## config.mk

```make
export PLATFORM = sky130hd
export DESIGN_NAME = mem_wr_queue
export DESIGN_NICKNAME = d
export VERILOG_FILES = /design/src/rtl/mem_wr_queue.sv
export SDC_FILE = /design/constraint.sdc
export NUM_CORES = 1
export LEC_CHECK = 0
export CORE_AREA = 2 2 76 78
export CTS_BUF_LIST = sky130_fd_sc_hd__clkbuf_8 sky130_fd_sc_hd__clkbuf_16
export DETAILED_ROUTE_END_ITERATION = 8
export DIE_AREA = 0 0 78 80
export PLACE_DENSITY = 0.69
export SYNTH_ARGS = -nofsm -noshare
export SYNTH_HDL_FRONTEND = slang
export SYNTH_SLANG_ARGS = --single-unit
```

## constraint.sdc

```tcl
create_clock -name clk -period 3.46 [get_ports clk]
set_input_delay 0.692 -clock clk [delete_from_list [all_inputs] [get_ports clk]]
set_output_delay 0.692 -clock clk [all_outputs]
set_load 0.05 [all_outputs]
```

## src/rtl/mem_wr_queue.sv

```systemverilog
// mem_wr_queue
//   Write-side staging queue in front of the register-file memory. Write
//   requests are accepted over a valid/ready handshake, buffered in a
//   DEPTH-entry circular queue and drained one per cycle into the memory's
//   single registered write port. A combinational lookup port lets the
//   read side forward data from writes that have not yet committed.
//
// Ports
//   clk, rst_n        clock, asynchronous active-low reset
//   in_valid/in_ready write request handshake
//   in_addr, in_data  write request payload
//   mem_stall         hold off issuing a write to memory this cycle
//   waddr0/we0/din0   registered memory write port
//   lk_addr           forwarding lookup address
//   lk_hit, lk_data   youngest pending write to lk_addr (data 0 on miss)
//   count, empty      queued entries, excluding the output register
module mem_wr_queue #(
  parameter int ADDR_W = 3,
  parameter int DATA_W = 1,
  parameter int DEPTH  = 4
) (
  input  logic                      clk,
  input  logic                      rst_n,
  input  logic                      in_valid,
  output logic                      in_ready,
  input  logic [ADDR_W-1:0]         in_addr,
  input  logic [DATA_W-1:0]         in_data,
  input  logic                      mem_stall,
  output logic [ADDR_W-1:0]         waddr0,
  output logic                      we0,
  output logic [DATA_W-1:0]         din0,
  input  logic [ADDR_W-1:0]         lk_addr,
  output logic                      lk_hit,
  output logic [DATA_W-1:0]         lk_data,
  output logic [$clog2(DEPTH):0]    count,
  output logic                      empty
);

  localparam int PW = $clog2(DEPTH);
  localparam int CW = PW + 1;

  logic [ADDR_W-1:0] addr_q [DEPTH];
  logic [DATA_W-1:0] data_q [DEPTH];
  logic [DEPTH-1:0]  vld_q;
  logic [DEPTH-1:0]  vld_next;
  logic [PW-1:0]     wr_ptr;
  logic [PW-1:0]     rd_ptr;
  logic              push;
  logic              pop;
  logic [PW-1:0]     lk_idx;

  // in_ready depends on registered count only, so a pop in the same cycle
  // never frees a slot for a simultaneous push.
  assign in_ready = (count < CW'(DEPTH));
  assign empty    = (count == '0);
  assign push     = in_valid && in_ready;
  assign pop      = !empty && !mem_stall;

  // Payload storage needs no reset; entry validity is tracked in vld_q.
  always_ff @(posedge clk) begin
    if (push) begin
      addr_q[wr_ptr] <= in_addr;
      data_q[wr_ptr] <= in_data;
    end
  end

  always_comb begin
    vld_next = vld_q;
    if (pop)  vld_next[rd_ptr] = 1'b0;
    if (push) vld_next[wr_ptr] = 1'b1;
  end

  always_ff @(posedge clk or negedge rst_n) begin
    if (!rst_n) begin
      wr_ptr <= '0;
      rd_ptr <= '0;
      count  <= '0;
      vld_q  <= '0;
      we0    <= 1'b0;
      waddr0 <= '0;
      din0   <= '0;
    end else begin
      if (push) wr_ptr <= wr_ptr + PW'(1);
      if (pop)  rd_ptr <= rd_ptr + PW'(1);
      case ({push, pop})
        2'b10:   count <= count + CW'(1);
        2'b01:   count <= count - CW'(1);
        default: count <= count;
      endcase
      vld_q <= vld_next;
      we0   <= pop;
      if (pop) begin
        waddr0 <= addr_q[rd_ptr];
        din0   <= data_q[rd_ptr];
      end
    end
  end

  // Lookup walks from the oldest slot to the newest, letting each later
  // match overwrite the earlier one, so the youngest pending write wins.
  // The output register is the oldest candidate and is considered first.
  always_comb begin
    lk_hit  = 1'b0;
    lk_data = '0;
    lk_idx  = '0;
    if (we0 && (waddr0 == lk_addr)) begin
      lk_hit  = 1'b1;
      lk_data = din0;
    end
    for (int i = 0; i < DEPTH; i++) begin
      lk_idx = rd_ptr + PW'(i);
      if (vld_q[lk_idx] && (addr_q[lk_idx] == lk_addr)) begin
        lk_hit  = 1'b1;
        lk_data = data_q[lk_idx];
      end
    end
  end

endmodule

```

==> results of run 1 <==
[report_power, final]
group / switching, mW / internal (mW)
Combinational: 0.807 / 0.776
Clock: 0.146 / 0.213
Sequential: 0.115 / 0.525
Total: 1.07 / 1.51
[worst max path at each step]
stage / startpoint / to / slack, ns / cells after the start
after floorplan: rd_ptr[0] / lk_hit / 0.02 / 10
after global placement: lk_addr[0] / lk_data / -0.04 / 8
after detailed placement: lk_addr[0] / lk_hit / -0.05 / 8
after CTS: rd_ptr[0] / lk_data / 0.04 / 8
after global routing: rd_ptr[1] / lk_data / -0.01 / 10
final: rd_ptr[0] / lk_data / 0.16 / 10
[sequential cells by signal, indices dropped and copies added (netlist names)]
signal / flops
addr_q: 12
data_q: 4
vld_q: 4
count: 3
waddr0: 3
rd_ptr: 2
wr_ptr: 2
din0: 1
we0: 1
[cells by family (layout without fill, tap and decap cells)]
family          Yosys count  in the layout  share of synthesized area
flops                    32             32                      0.421
simple gates             37             37                     0.0932
compound gates           10             10                     0.0323
xor+xnor                 27             27                      0.113
mux                      24             24                      0.229
fa+ha+maj                10             10                     0.0634
buf+inv                  19             49                     0.0484
[metal layers]
layer / global-route usage / wire, um / vias to the layer above
met5: 0 / 0 / -
met4: 0.0526 / 61 / 0
met3: 0.0305 / 102 / 6
met2: 0.228 / 1940 / 19
met1: 0.188 / 1790 / 625
li1: - / - / 626
[layout by cell type, fill, tap and decap left out]
| cell | instances |
|---|---|
| a21o_1 | 4 |
| and2_1 | 5 |
| buf_12 | 2 |
| buf_4 | 8 |
| buf_6 | 1 |
| bufinv_16 | 1 |
| clkbuf_8 | 5 |
| clkdlybuf4s50_1 | 18 |
| clkinv_2 | 1 |
| clkinvlp_4 | 1 |
| dfrtp_1 | 16 |
| dlygate4sd2_1 | 2 |
| edfxtp_1 | 16 |
| fa_1 | 1 |
| ha_1 | 8 |
| ha_4 | 1 |
| inv_1 | 10 |
| mux2_2 | 4 |
| mux2i_1 | 3 |
| mux2i_2 | 1 |
| mux4_1 | 8 |
| mux4_2 | 8 |
| nand2_1 | 18 |
| nand2b_1 | 1 |
| nand3_1 | 1 |
| nand3b_4 | 1 |
| nand4_1 | 2 |
| nand4b_1 | 1 |
| nor2_1 | 4 |
| nor2b_1 | 1 |
| nor3_1 | 1 |
| o21ai_0 | 4 |
| o311ai_4 | 1 |
| o32ai_2 | 1 |
| or3_1 | 1 |
| or3_4 | 1 |
| xnor2_1 | 22 |
| xor2_1 | 5 |
[repair_timing]
action,CTS,global route
resized for setup,4,4
setup endpoints to repair,2,1
endpoints found under the hold margin,0,0
setup buffers,0,0
[cell type report]
cell class	instances	area [um2]
Clock buffer	5	68.8
Clock inverter	3	42.5
Fill cell	485	2830
Inverter	10	37.5
Multi-Input combinational cell	108	1150
Sequential cell	32	881
Tap cell	72	90.1
Timing Repair Buffer	31	309
[worst register-to-register path, delay by kind of cell (launching register included)]
kind          cells  cell delay [ns]
xor+xnor          2             0.28
fa+ha+maj         2             0.59
buf+inv           2             0.27
flops             1             0.40
simple gates      3             0.30
[stage by stage]
step	power [mW]	utilization	TNS, ns	std cells	hold WS, ns
global placement	2.17	0.452	-0.0868	253	0.513
finish	2.58	0.477	0	261	0.534
global route	2.76	0.477	-0.0122	261	0.583
CTS	2.58	0.475	0	261	0.541
floorplan	1.77	-	0	159	0.396
detailed placement	2.19	0.452	-0.101	253	0.531
==> flow_metrics.py, run 1 <==
metrics = {
    "outcome": {
        "status": "complete, no violations",
    },
    "run": {
        "max_cap_violations": 0,
    },
    "worst_setup_path": {
        "cp_max_fo": 7,
        "cpMaxStageDelayCell": "dfrtp_1",
        "path_delay_family": "compound AO/OA/AOI/OAI gates",
        "path_cells": "inv_1 > ha_4 > buf_4 > mux2i_2 > xnor2_1 > o32ai_2 > nand3_1 > and2_1 > o311ai_4 > buf_12",
        "critical_path_buf_inv_count": 3,
        "rr_startpoint": "count[2]",
        "arrival_ns": 2.61,
        "setup.worst_path.class": "flop to primary output",
        "crit_path_max_incr_delay_ns": 0.36,
        "crit_required_ns": 2.77,
        "r2r_end": "count[2]",
        "crit_path_start_kind": "flop",
        "ff2ff_path_depth": 9,
        "endpoint_kind": "primary output",
        "regToRegSetupSlack_ns": 1.56,
    },
    "timing": {
        "slew_headroom": 0.501,
        "setup_ws_ns": 0.163,
        "tightest_slew_ns": 0.746,
        "fmax_ghz": 0.303,
        "setup_viol": 0,
        "finalCriticalPeriod_ns": 3.30,
        "hold_violations": 0,
        "slew_viol_final": 0,
        "finClkSkew_ns": 0.00658,
        "finalCritPeriodShare": 0.953,
    },
    "clocking": {
        "clk_pin_slew_ns": 0.07,
        "cts_buffer_depth": 2,
        "clock_latency_ns": 0.29,
        "cts_tree": "done",
        "root_buffer": "clkbuf_8",
        "cts.htree.levels": 2,
        "clock-sinks": 32,
        "hold_buffers": 0,
        "cts_buffers": 5,
    },
    "finish": {
        "nets": 209,
        "diodes": 0,
        "area_delta_synth_final_pct": 23.1,
        "stdcell_area_um2": 2580,
        "drive_gt1_frac": 0.196,
    },
    "synthesis": {
        "synth_edf_count": 16,
        "synthArstFlopShare": 0.500,
        "ys_top_cells_by_count": "xnor2_1, nand2_1, dfrtp_1, edfxtp_1, inv_1",
        "synth_most_common_cell": "xnor2_1",
        "netlist.area_leader.share": 0.230,
        "yosysSeqAreaShare": 0.421,
        "syn-num-nets": 180,
        "yosysTopAreaCell": "edfxtp_1",
        "synth_cell_types": 31,
        "synth.area.top_cells": "edfxtp_1, dfrtp_1, mux4_1",
        "synth-seq-cells": 32,
        "synth_cells": 159,
        "ys_warn_count": 0,
        "netlist_area_um2": 2090,
        "synthFlopType": "edfxtp_1",
        "syn_area_per_cell_um2": 13.2,
    },
    "routing": {
        "drt-total-wl_um": 3890,
        "avgRoutedWirePerCell_um": 14.9,
        "num_vias": 1276,
        "avgViaCountPerCell": 4.89,
        "antenna_left": 0,
        "dr.pass1.iters": 4,
        "drt_iter0_markers": 93,
        "drc_errors": 0,
    },
    "global_route": {
        "grt_pass1_wl_um": 6660,
        "grt-ovfl-total": 0,
        "grt_antenna_before_repair": 0,
        "grt_max_degree": 17,
        "track_usage": 0.142,
        "grt_pass1_vias": 1320,
    },
    "place": {
        "globalplace.congestion": 0.813,
        "dp_slack_ns": -0.0512,
        "port_buffers": 22,
        "dpl_cell_area_um2": 2440,
        "dp_hpwl_um": 2980,
    },
    "min_path": {
        "min_to": "count[0]",
        "hold_class": "flop to flop",
        "min_delay_path_depth": 1,
        "min_from": "count[0]",
    },
    "die": {
        "io_pins": 23,
        "die-area_um2": 6240,
        "die_h_um": 80,
        "core_area_um2": 5410,
        "num_rows": 27,
        "die_w_um": 78,
        "initial_core_util": 0.387,
    },
    "power_and_ir_drop": {
        "ir_drop_mv": 0.296,
        "p_per_area_nw_per_um2": 1000,
        "leakage_nw": 1.02,
    },
}
(Power assumes the default switching activity.)
==> inputs of run 2 (changes only) <==
==> constraint.sdc (replaced) <==
create_clock -name clk -period 3.46 [get_ports clk]
set_input_delay 1.038 -clock clk [delete_from_list [all_inputs] [get_ports clk]]
set_output_delay 1.038 -clock clk [all_outputs]
set_load 0.05 [all_outputs]
==> run 2 against run 1 <==
The flow now finishes with violations (setup timing). Via count is 5.9% higher. Sequential power hardly changed. Non-clock buffer count is 6 higher. Critical path depth is 2 lower. Largest cell class unchanged. Largest power group unchanged. Total power is 1.1% higher. Final area is 3.9% higher. Die area stayed put. Wire length is 5.2% higher. Critical endpoint unchanged. First-iteration DRC count is 2.2% lower.
==> flow_metrics.py, run 2 (synthesized netlist as in run 1, its figures left out) <==
metrics = {
    "finish": {
        "largest_reg_flops": 12,
        "reg.largest.list": "addr_q (12), data_q (4), vld_q (4)",
        "final_core_util": 0.495,
        "area_delta_synth_final_pct": 27.9,
        "regArea_um2": 881,
        "nFillCells": 465,
        "drive_gt1_frac": 0.267,
        "final_cell_mix": "nand2_1, xnor2_1, clkdlybuf4s50_1",
        "nets": 215,
        "diodes": 0,
        "largest-register": "addr_q",
        "stdcell_area_um2": 2680,
        "multiInputGateArea_um2": 1210,
    },
    "worst_setup_path": {
        "crit_path_max_incr_delay_ns": 0.47,
        "arrival_ns": 2.69,
        "critical_path_buf_inv_count": 2,
        "crit_path_start_kind": "primary input",
        "cp_max_fo": 5,
        "path_delay_family": "simple AND/OR/NAND/NOR gates",
        "path_cells": "buf_4 > xnor2_1 > nand2_1 > mux4_2 > or3_4 > nand3b_4 > o311ai_4 > buf_12",
        "rr_startpoint": "count[1]",
        "crit_required_ns": 2.42,
        "endpoint_kind": "primary output",
        "startpoint": "lk_addr[2]",
        "cpMaxStageDelayCell": "mux4_2",
        "setup.worst_path.class": "primary input to primary output",
    },
    "timing": {
        "tightest_slew_ns": 0.754,
        "slew_headroom": 0.496,
        "setup_ws_ns": -0.267,
        "hold_violations": 0,
        "fmax_ghz": 0.268,
        "slew_viol_final": 0,
        "whs_ns": 0.524,
        "setup_viol": 2,
        "grt_setup_unrepaired": "yes",
        "finalCriticalPeriod_ns": 3.73,
        "finClkSkew_ns": 0.00892,
        "finalCritPeriodShare": 1.08,
    },
    "die": {
        "io_pins": 23,
        "die_h_um": 80,
        "die_w_um": 78,
        "num_rows": 27,
        "core_area_um2": 5410,
        "die-area_um2": 6240,
        "initial_core_util": 0.387,
    },
    "clocking": {
        "clk_pin_slew_ns": 0.07,
        "root_buffer": "clkbuf_8",
        "clock_latency_ns": 0.29,
        "clock-sinks": 32,
        "cts_tree": "done",
        "cts_buffers": 5,
        "hold_buffers": 0,
        "cts.htree.levels": 2,
        "cts_buffer_depth": 2,
    },
    "power_and_ir_drop": {
        "ir_drop_mv": 0.340,
        "p_per_area_nw_per_um2": 974,
        "finalPower_mw": 2.61,
        "leakage_nw": 1.08,
    },
    "global_route": {
        "grt_pass1_wl_um": 7020,
        "track_usage": 0.150,
        "grt_max_degree": 17,
        "grt_antenna_before_repair": 0,
        "grt-ovfl-total": 0,
        "grt_pass1_vias": 1377,
    },
    "routing": {
        "antenna_left": 0,
        "num_vias": 1351,
        "drc_errors": 0,
        "drt_iter0_markers": 91,
        "avgRoutedWirePerCell_um": 15.3,
        "drt-total-wl_um": 4100,
        "avgViaCountPerCell": 5.06,
        "dr.pass1.iters": 4,
    },
    "place": {
        "port_buffers": 22,
        "dp_slack_ns": -0.856,
        "globalplace.congestion": 0.724,
        "dp_hpwl_um": 3000,
        "dpl_cell_area_um2": 2500,
    },
    "run": {
        "max_cap_violations": 0,
    },
    "min_path": {
        "min_from": "count[0]",
        "hold_class": "flop to flop",
    },
    "outcome": {
        "violations": "setup timing",
        "status": "finished, violations left",
    },
}
[run 2: repair_timing]
item	CTS	global route
resized for setup	22	6
setup endpoints to repair	2	2
setup buffers	0	1
endpoints found under the hold margin	0	0
pin swaps	4	6
[run 2: routing by layer]
metal,share of wire,global-route usage,vias to the layer above
li1,-,-,642
met1,0.44,0.184,659
met2,0.49,0.241,41
met3,0.049,0.0373,9
met4,0.027,0.0877,0
met5,0,0,-
[run 2: cell type report]
| type | count | area share |
|---|---|---|
| multi-input combinational | 108 | 0.452 |
| sequential | 32 | 0.329 |
| timing repair buffer | 37 | 0.137 |
| tap | 72 | 0.0336 |
| clock buffer | 5 | 0.0257 |
| inverter | 10 | 0.0140 |
| clock inverter | 3 | 0.00888 |
[run 2: where the power goes]
group | switching, mW | internal (mW) | total, mW
Clock | 0.163 | 0.142 | 0.306
Sequential | 0.112 | 0.524 | 0.637
Combinational | 0.844 | 0.822 | 1.67
Total | 1.12 | 1.49 | 2.61
[run 2: path summary, 6_finish.rpt]
check / end / slack (ns) / cells after the start
max in group asynchronous: rd_ptr[1] / 1.80 / 1
min in group asynchronous: vld_q[2] / 1.18 / 1
setup / recovery: lk_data / -0.27 / 8
hold / removal: count[0] / 0.52 / 1
hold reg to reg: count[0] / 0.52 / 1
setup reg to reg: count[2] / 1.68 / 8
[run 2: through the flow]
stage / setup TNS [ns] / cells
4_1_cts: -0.519 / 266
3_5_place_dp: -1.63 / 258
5_1_grt: -0.602 / 267
2_1_floorplan: -0.470 / 159
3_3_place_gp: -1.59 / 258
6_report: -0.500 / 267
